[src/rtl/jk_cmd_sequencer_pkg.sv]
// Shared encodings for the JK command sequencer: operations, FSM states and the
// op-to-J/K decode used ahead of the output registers.
package jk_cmd_sequencer_pkg;

   localparam int OP_W = 2;

   typedef enum logic [OP_W-1:0] {
      OP_HOLD   = 2'b00,
      OP_CLEAR  = 2'b01,
      OP_SET    = 2'b10,
      OP_TOGGLE = 2'b11
   } op_e;

   typedef enum logic {
      ST_IDLE = 1'b0,
      ST_RUN  = 1'b1
   } state_e;

   typedef struct packed {
      logic j;
      logic k;
   } jk_t;

   function automatic jk_t op_to_jk(input op_e op);
      jk_t r_jk;
      r_jk = '0;
      case (op)
         OP_CLEAR:  r_jk = '{j: 1'b0, k: 1'b1};
         OP_SET:    r_jk = '{j: 1'b1, k: 1'b0};
         OP_TOGGLE: r_jk = '{j: 1'b1, k: 1'b1};
         default:   r_jk = '{j: 1'b0, k: 1'b0};
      endcase
      return r_jk;
   endfunction

endpackage

[src/rtl/jk_cmd_fifo.sv]
// Synchronous command FIFO with power-of-two depth; pointers wrap naturally and an
// extra occupancy bit distinguishes full from empty.
module jk_cmd_fifo #(
   parameter int DEPTH = 4,
   parameter int WIDTH = 6
) (
   input  logic             clk,
   input  logic             reset,
   input  logic             push,
   input  logic             pop,
   input  logic [WIDTH-1:0] din,
   output logic [WIDTH-1:0] dout,
   output logic             full,
   output logic             empty
);

   localparam int AW = $clog2(DEPTH);
   localparam logic [AW-1:0] PTR_ONE  = AW'(1);
   localparam logic [AW:0]   CNT_ONE  = (AW+1)'(1);
   localparam logic [AW:0]   CNT_FULL = (AW+1)'(DEPTH);

   logic [WIDTH-1:0] r_mem [DEPTH];
   logic [AW-1:0]    r_wptr;
   logic [AW-1:0]    r_rptr;
   logic [AW:0]      r_count;
   logic             w_push;
   logic             w_pop;

   // A full FIFO refuses pushes even when a pop happens in the same cycle.
   assign w_push = push & ~full;
   assign w_pop  = pop & ~empty;
   assign full   = (r_count == CNT_FULL);
   assign empty  = (r_count == '0);
   assign dout   = r_mem[r_rptr];

   // NOTE: storage has no reset; only the pointers and count define which entries are valid.
   always_ff @(posedge clk) begin
      if (w_push) r_mem[r_wptr] <= din;
   end

   // NOTE: sequential state uses non-blocking assignments so every register samples pre-edge values.
   always_ff @(posedge clk or negedge reset) begin
      if (!reset) begin
         r_wptr  <= '0;
         r_rptr  <= '0;
         r_count <= '0;
      end else begin
         if (w_push) r_wptr <= r_wptr + PTR_ONE;
         if (w_pop)  r_rptr <= r_rptr + PTR_ONE;
         case ({w_push, w_pop})
            2'b10:   r_count <= r_count + CNT_ONE;
            2'b01:   r_count <= r_count - CNT_ONE;
            default: r_count <= r_count;
         endcase
      end
   end

endmodule

[src/rtl/jk_cmd_sequencer.sv]
// Queues JK commands and replays each one as registered enabled/J/K for its repeat
// count, chaining queued commands back-to-back and pulsing done after each.
module jk_cmd_sequencer
   import jk_cmd_sequencer_pkg::*;
#(
   parameter int DEPTH = 4,
   parameter int CNT_W = 4
) (
   input  logic             clk,
   input  logic             reset,
   input  logic             cmd_valid,
   input  logic [1:0]       cmd_op,
   input  logic [CNT_W-1:0] cmd_count,
   output logic             cmd_ready,
   output logic             enabled,
   output logic             J,
   output logic             K,
   output logic             busy,
   output logic             done
);

   localparam int DW = OP_W + CNT_W;
   localparam logic [CNT_W-1:0] CNT_ONE = CNT_W'(1);

   logic [DW-1:0]    w_fifo_din;
   logic [DW-1:0]    w_fifo_dout;
   logic             w_full;
   logic             w_empty;
   logic             w_push;
   logic             w_pop;
   logic             w_last;
   op_e              w_head_op;
   logic [CNT_W-1:0] w_head_count;
   jk_t              w_head_jk;

   state_e           r_state;
   state_e           w_state_nxt;
   logic [CNT_W-1:0] r_remaining;
   logic [CNT_W-1:0] w_remaining_nxt;
   logic             r_enabled, r_j, r_k, r_done;
   logic             w_enabled_nxt, w_j_nxt, w_k_nxt, w_done_nxt;

   assign cmd_ready  = ~w_full;
   assign w_push     = cmd_valid & ~w_full;
   assign w_fifo_din = {cmd_op, cmd_count};

   jk_cmd_fifo #(
      .DEPTH (DEPTH),
      .WIDTH (DW)
   ) u_fifo (
      .clk   (clk),
      .reset (reset),
      .push  (w_push),
      .pop   (w_pop),
      .din   (w_fifo_din),
      .dout  (w_fifo_dout),
      .full  (w_full),
      .empty (w_empty)
   );

   assign w_head_op    = op_e'(w_fifo_dout[DW-1 -: OP_W]);
   assign w_head_count = w_fifo_dout[CNT_W-1:0];
   assign w_head_jk    = op_to_jk(w_head_op);
   assign w_last       = (r_state == ST_RUN) && (r_remaining == CNT_ONE);
   // The head is taken from IDLE, or in the final cycle of a command so the next one follows with no gap.
   assign w_pop        = ~w_empty && ((r_state == ST_IDLE) || w_last);

   always_ff @(posedge clk or negedge reset) begin
      if (!reset) begin
         r_state     <= ST_IDLE;
         r_remaining <= '0;
         r_enabled   <= 1'b0;
         r_j         <= 1'b0;
         r_k         <= 1'b0;
         r_done      <= 1'b0;
      end else begin
         r_state     <= w_state_nxt;
         r_remaining <= w_remaining_nxt;
         r_enabled   <= w_enabled_nxt;
         r_j         <= w_j_nxt;
         r_k         <= w_k_nxt;
         r_done      <= w_done_nxt;
      end
   end

   // NOTE: every combinational output gets a default first so no latch is inferred.
   always_comb begin
      w_state_nxt     = r_state;
      w_remaining_nxt = r_remaining;
      case (r_state)
         ST_IDLE: begin
            if (w_pop) begin
               w_state_nxt     = ST_RUN;
               w_remaining_nxt = (w_head_count == '0) ? CNT_ONE : w_head_count;
            end
         end
         ST_RUN: begin
            if (w_pop) begin
               w_remaining_nxt = (w_head_count == '0) ? CNT_ONE : w_head_count;
            end else if (w_last) begin
               w_state_nxt     = ST_IDLE;
               w_remaining_nxt = '0;
            end else begin
               w_remaining_nxt = r_remaining - CNT_ONE;
            end
         end
         default: begin
            w_state_nxt     = ST_IDLE;
            w_remaining_nxt = '0;
         end
      endcase
   end

   always_comb begin
      w_enabled_nxt = r_enabled;
      w_j_nxt       = r_j;
      w_k_nxt       = r_k;
      w_done_nxt    = w_last;
      if (w_pop) begin
         w_enabled_nxt = 1'b1;
         w_j_nxt       = w_head_jk.j;
         w_k_nxt       = w_head_jk.k;
      end else if (w_last) begin
         w_enabled_nxt = 1'b0;
         w_j_nxt       = 1'b0;
         w_k_nxt       = 1'b0;
      end
   end

   assign enabled = r_enabled;
   assign J       = r_j;
   assign K       = r_k;
   assign busy    = (r_state == ST_RUN);
   assign done    = r_done;

endmodule

[config.mk]
export PLATFORM = sky130hd
export DESIGN_NAME = jk_cmd_sequencer
export DESIGN_NICKNAME = d
export VERILOG_FILES = /design/src/rtl/jk_cmd_sequencer_pkg.sv /design/src/rtl/jk_cmd_fifo.sv /design/src/rtl/jk_cmd_sequencer.sv
export SDC_FILE = /design/constraint.sdc
export NUM_CORES = 1
export LEC_CHECK = 0
export ABC_AREA = 1
export CORE_ASPECT_RATIO = 0.75
export CORE_MARGIN = 2
export CORE_UTILIZATION = 42
export DETAILED_ROUTE_END_ITERATION = 12
export HOLD_SLACK_MARGIN = 0.1
export PLACE_DENSITY = 0.7
export SLEW_MARGIN = 20
export SYNTH_ARGS = -nofsm -noshare
export SYNTH_HDL_FRONTEND = slang
export SYNTH_SLANG_ARGS = --single-unit
[constraint.sdc]
create_clock -name clk -period 2.29 [get_ports clk]
set_clock_uncertainty 0.2 [all_clocks]
set_input_delay 0.458 -clock clk [delete_from_list [all_inputs] [get_ports clk]]
set_output_delay 0.458 -clock clk [all_outputs]
set_load 0.01 [all_outputs]
==> impl_metrics.csv <==
group,metric,value,unit
run_status,status,"finished clean",
die,die_h,59.9,um
setup_path,cp_max_fo,4,
finish,final_nets,208,
placement,finalWeightedCongestion,0.859,
route,drtAntennaViolNets,0,
sta,holdWs,0.249,ns
route,route.detailed.vias_per_inst,4.77,
clocking,ctsHoldBuffers,0,
sta,fin_crit_sh,96.1,%
sta,report.final.hold_viol_count,0,
finish,antenna_cells,0,
placement,io_buffer_count,14,
clocking,htree_levels,2,
power_and_ir_drop,leakage,0.000914,uW
clocking,cts-buffers-inserted,5,
setup_path,critPathRequiredTime,2.26,ns
yosys,synth.lib_cells_used.distinct,21,
yosys,synth_seq_cells,40,
power_and_ir_drop,p_total,2620,uW
power_and_ir_drop,peakVddDrop,0.630,mV
global_routing,grt_overflow,0,
sta,drv_slew,0,
run,maxCapViolCount,0,
setup_path,r2r-end,"u_fifo.r_count[1]",
yosys,synth_area,1750,um2
setup_path,crit_top_cell,"nand2_2",
finish,areaGrowthSynthToFinish,20.6,%
setup_path,crit_chain,"inv_2, ha_1, nand3_1, nand2_2, nand2_2, inv_1, ha_2, fa_2, mux2_2",
clocking,cts_tree,"yes",
sta,fmax,0.454,GHz
die,die_w,78.5,um
finish,fin_util,52.4,%
sta,layout_setup_ws,0.0890,ns
die,core,4030,um2
sta,rsz0062_at_grt,"false",
route,avgRoutedWirePerCell,12.5,um
sta,post-route-min-period,2.20,ns
setup_path,cpPeakStageDelay,0.42,ns
clocking,clk_path_buf_depth,2,
setup_path,setup.worst_path.end,"u_fifo.r_count[1]",
setup_path,startpoint_type,"flip-flop",
die,start_util,43.4,%
yosys,syn_inst,162,
route,first_pass_iters,4,
die,die_area,4700,um2
finish,regArea,1120,um2
global_routing,antenna_found_initial,0,
finish,fillers,348,
clocking,cts_num_sinks,40,
global_routing,grt_usage,15.0,%
clocking,path_clk_slew,0.08,ns
setup_path,critPathSlowestCell,"fa_2",
placement,dp_slack,-0.0534,ns
route,drt_iter0_drc,55,
route,num_vias,1177,
setup_path,r2r_slack,0.09,ns
yosys,yosysSeqAreaShare,64.1,%
yosys,synthesis.nets,179,
global_routing,grt_pass1_wl,5110,um
route,wl,3090,um
finish,multi_input_comb_area,546,um2
die,rows,20,
yosys,avgSynthCellArea,10.8,um2
clocking,clk_latency,0.29,ns
setup_path,r2r_start,"r_remaining[1]",
global_routing,grt_pass1_vias,1102,
yosys,synth_warnings,0,
sta,tightest_slew,0.431,ns
power_and_ir_drop,power.density,1240,nW/um2
placement,hpwl,2300,um
setup_path,path_class,"flip-flop to flip-flop",
worst_hold_path,hold_class,"input port to asynchronous set/reset pin",
setup_path,worstSetupStartpoint,"r_remaining[1]",
global_routing,grt_start_max_net_pins,15,
setup_path,rr_worst_depth,9,
finish,drive_gt1_share,13.5,%
setup_path,cp-end-kind,"flip-flop",
route,route.detailed.drc,0,
sta,setup_violations,0,
setup_path,cp_data_arrival_time,2.18,ns
die,io_pins,15,
clocking,cts_root_buffer,"clkbuf_8",
sta,final.setup.tns,0,ns
sta,slew_headroom,71.3,%
Yosys cell counts, drive strengths merged:
cell type / count / share of area [%]
nand2: 43 / 9.7
edfxtp: 24 / 41
inv: 17 / 3.6
nand3: 17 / 4.9
dfrtp: 16 / 23
nor2: 16 / 3.4
ha: 7 / 5.0
o21ai: 6 / 1.7
buf: 3 / 1.4
o22ai: 3 / 1.1
xor2: 3 / 1.5
a21oi: 2 / 0.57
fa: 1 / 1.1
mux2: 1 / 0.64
o211ai: 1 / 0.43
or2: 1 / 0.36
xnor2: 1 / 0.50
registers in the layout (all words and copies together), names as in the netlist:
name and count:
K 1, done 1, busy 1, u_fifo.r_mem 24, enabled 1, J 1
r_remaining 4, u_fifo.r_rptr 2, u_fifo.r_wptr 2, u_fifo.r_count 3
cells by family (layout without fill, tap and decap cells):
| kind of cell | count (synthesis) | after routing | synth area share, % |
|---|---|---|---|
| AOI/OAI and AO/OA | 12 | 12 | 3.79 |
| xor gates and xnor gates | 4 | 4 | 2.00 |
| adders and majority gates | 8 | 8 | 6.15 |
| buffers and inverters | 20 | 50 | 5.01 |
| DFF | 40 | 40 | 64.1 |
| muxes | 1 | 1 | 0.644 |
| and+or+nand+nor | 77 | 77 | 18.3 |
power by group:
group | total (uW) | switching, uW | leakage (uW) | internal, uW
clock | 450 | 241 | 0.0000378 | 210
combinational | 1020 | 566 | 0.000470 | 450
sequential | 1160 | 160 | 0.000406 | 998
total | 2620 | 967 | 0.000914 | 1660
through the flow:
stage / cell area, um2 / instances
final: 2110 / 247
after global routing: 2110 / 247
after CTS: 2090 / 245
after detailed placement: 2000 / 237
after global placement: 2000 / 237
after floorplan: 1750 / 162
cell type report:
| type | count | share of cell area (%) |
|---|---|---|
| clock buffer | 5 | 3.26 |
| clock inverter | 3 | 0.890 |
| inverter | 17 | 3.02 |
| multi-input combinational | 102 | 25.9 |
| sequential | 40 | 53.1 |
| tap | 55 | 3.26 |
| timing repair buffer | 25 | 10.6 |
routing by layer:
| metal | global-route usage [%] | vias up | wire [um] |
|---|---|---|---|
| met5 | 0 | - | 0 |
| met4 | 5.26 | 0 | 38 |
| met3 | 6.04 | 6 | 152 |
| met2 | 24.5 | 26 | 1510 |
| met1 | 18.3 | 558 | 1400 |
| li1 | - | 587 | - |
cell usage in the layout (no fill, tap or decap), types with 3 or more instances in the layout:
cell type,Yosys,final
o21ai_0,6,5
nor2_1,16,16
ha_1,7,6
clkdlybuf4s50_1,0,14
nand2_1,40,40
o22ai_1,3,3
nand2_2,3,3
dfrtp_1,16,16
xor2_1,3,3
edfxtp_1,24,24
buf_4,1,11
clkbuf_8,0,5
inv_1,16,15
nand3_1,17,17
what timing repair did:
| action | CTS | global route |
|---|---|---|
| endpoints found under the setup margin | 0 | 2 |
| setup buffers | 0 | 2 |
| resized for setup | 0 | 4 |
critical path: cells and delay by family (launching register included):
kind                     cells  cell delay [ns]
AND/OR/NAND/NOR              3             0.31
multiplexers                 1             0.27
flip-flops                   1             0.39
adder cells (fa/ha/maj)      3             0.76
buffers and inverters        2             0.16
worst min path at each step:
| stage | from | endpoint | slack, ns | depth (start not counted) |
|---|---|---|---|---|
| after detailed placement | enabled | enabled | 0.26 | 2 |
| after floorplan | reset | J | -0.04 | 0 |
| final | reset | done | 0.25 | 1 |
| after CTS | reset | done | 0.26 | 1 |
| after global routing | reset | done | 0.28 | 1 |
| after global placement | enabled | enabled | 0.26 | 2 |
(Power assumes the default switching activity.)
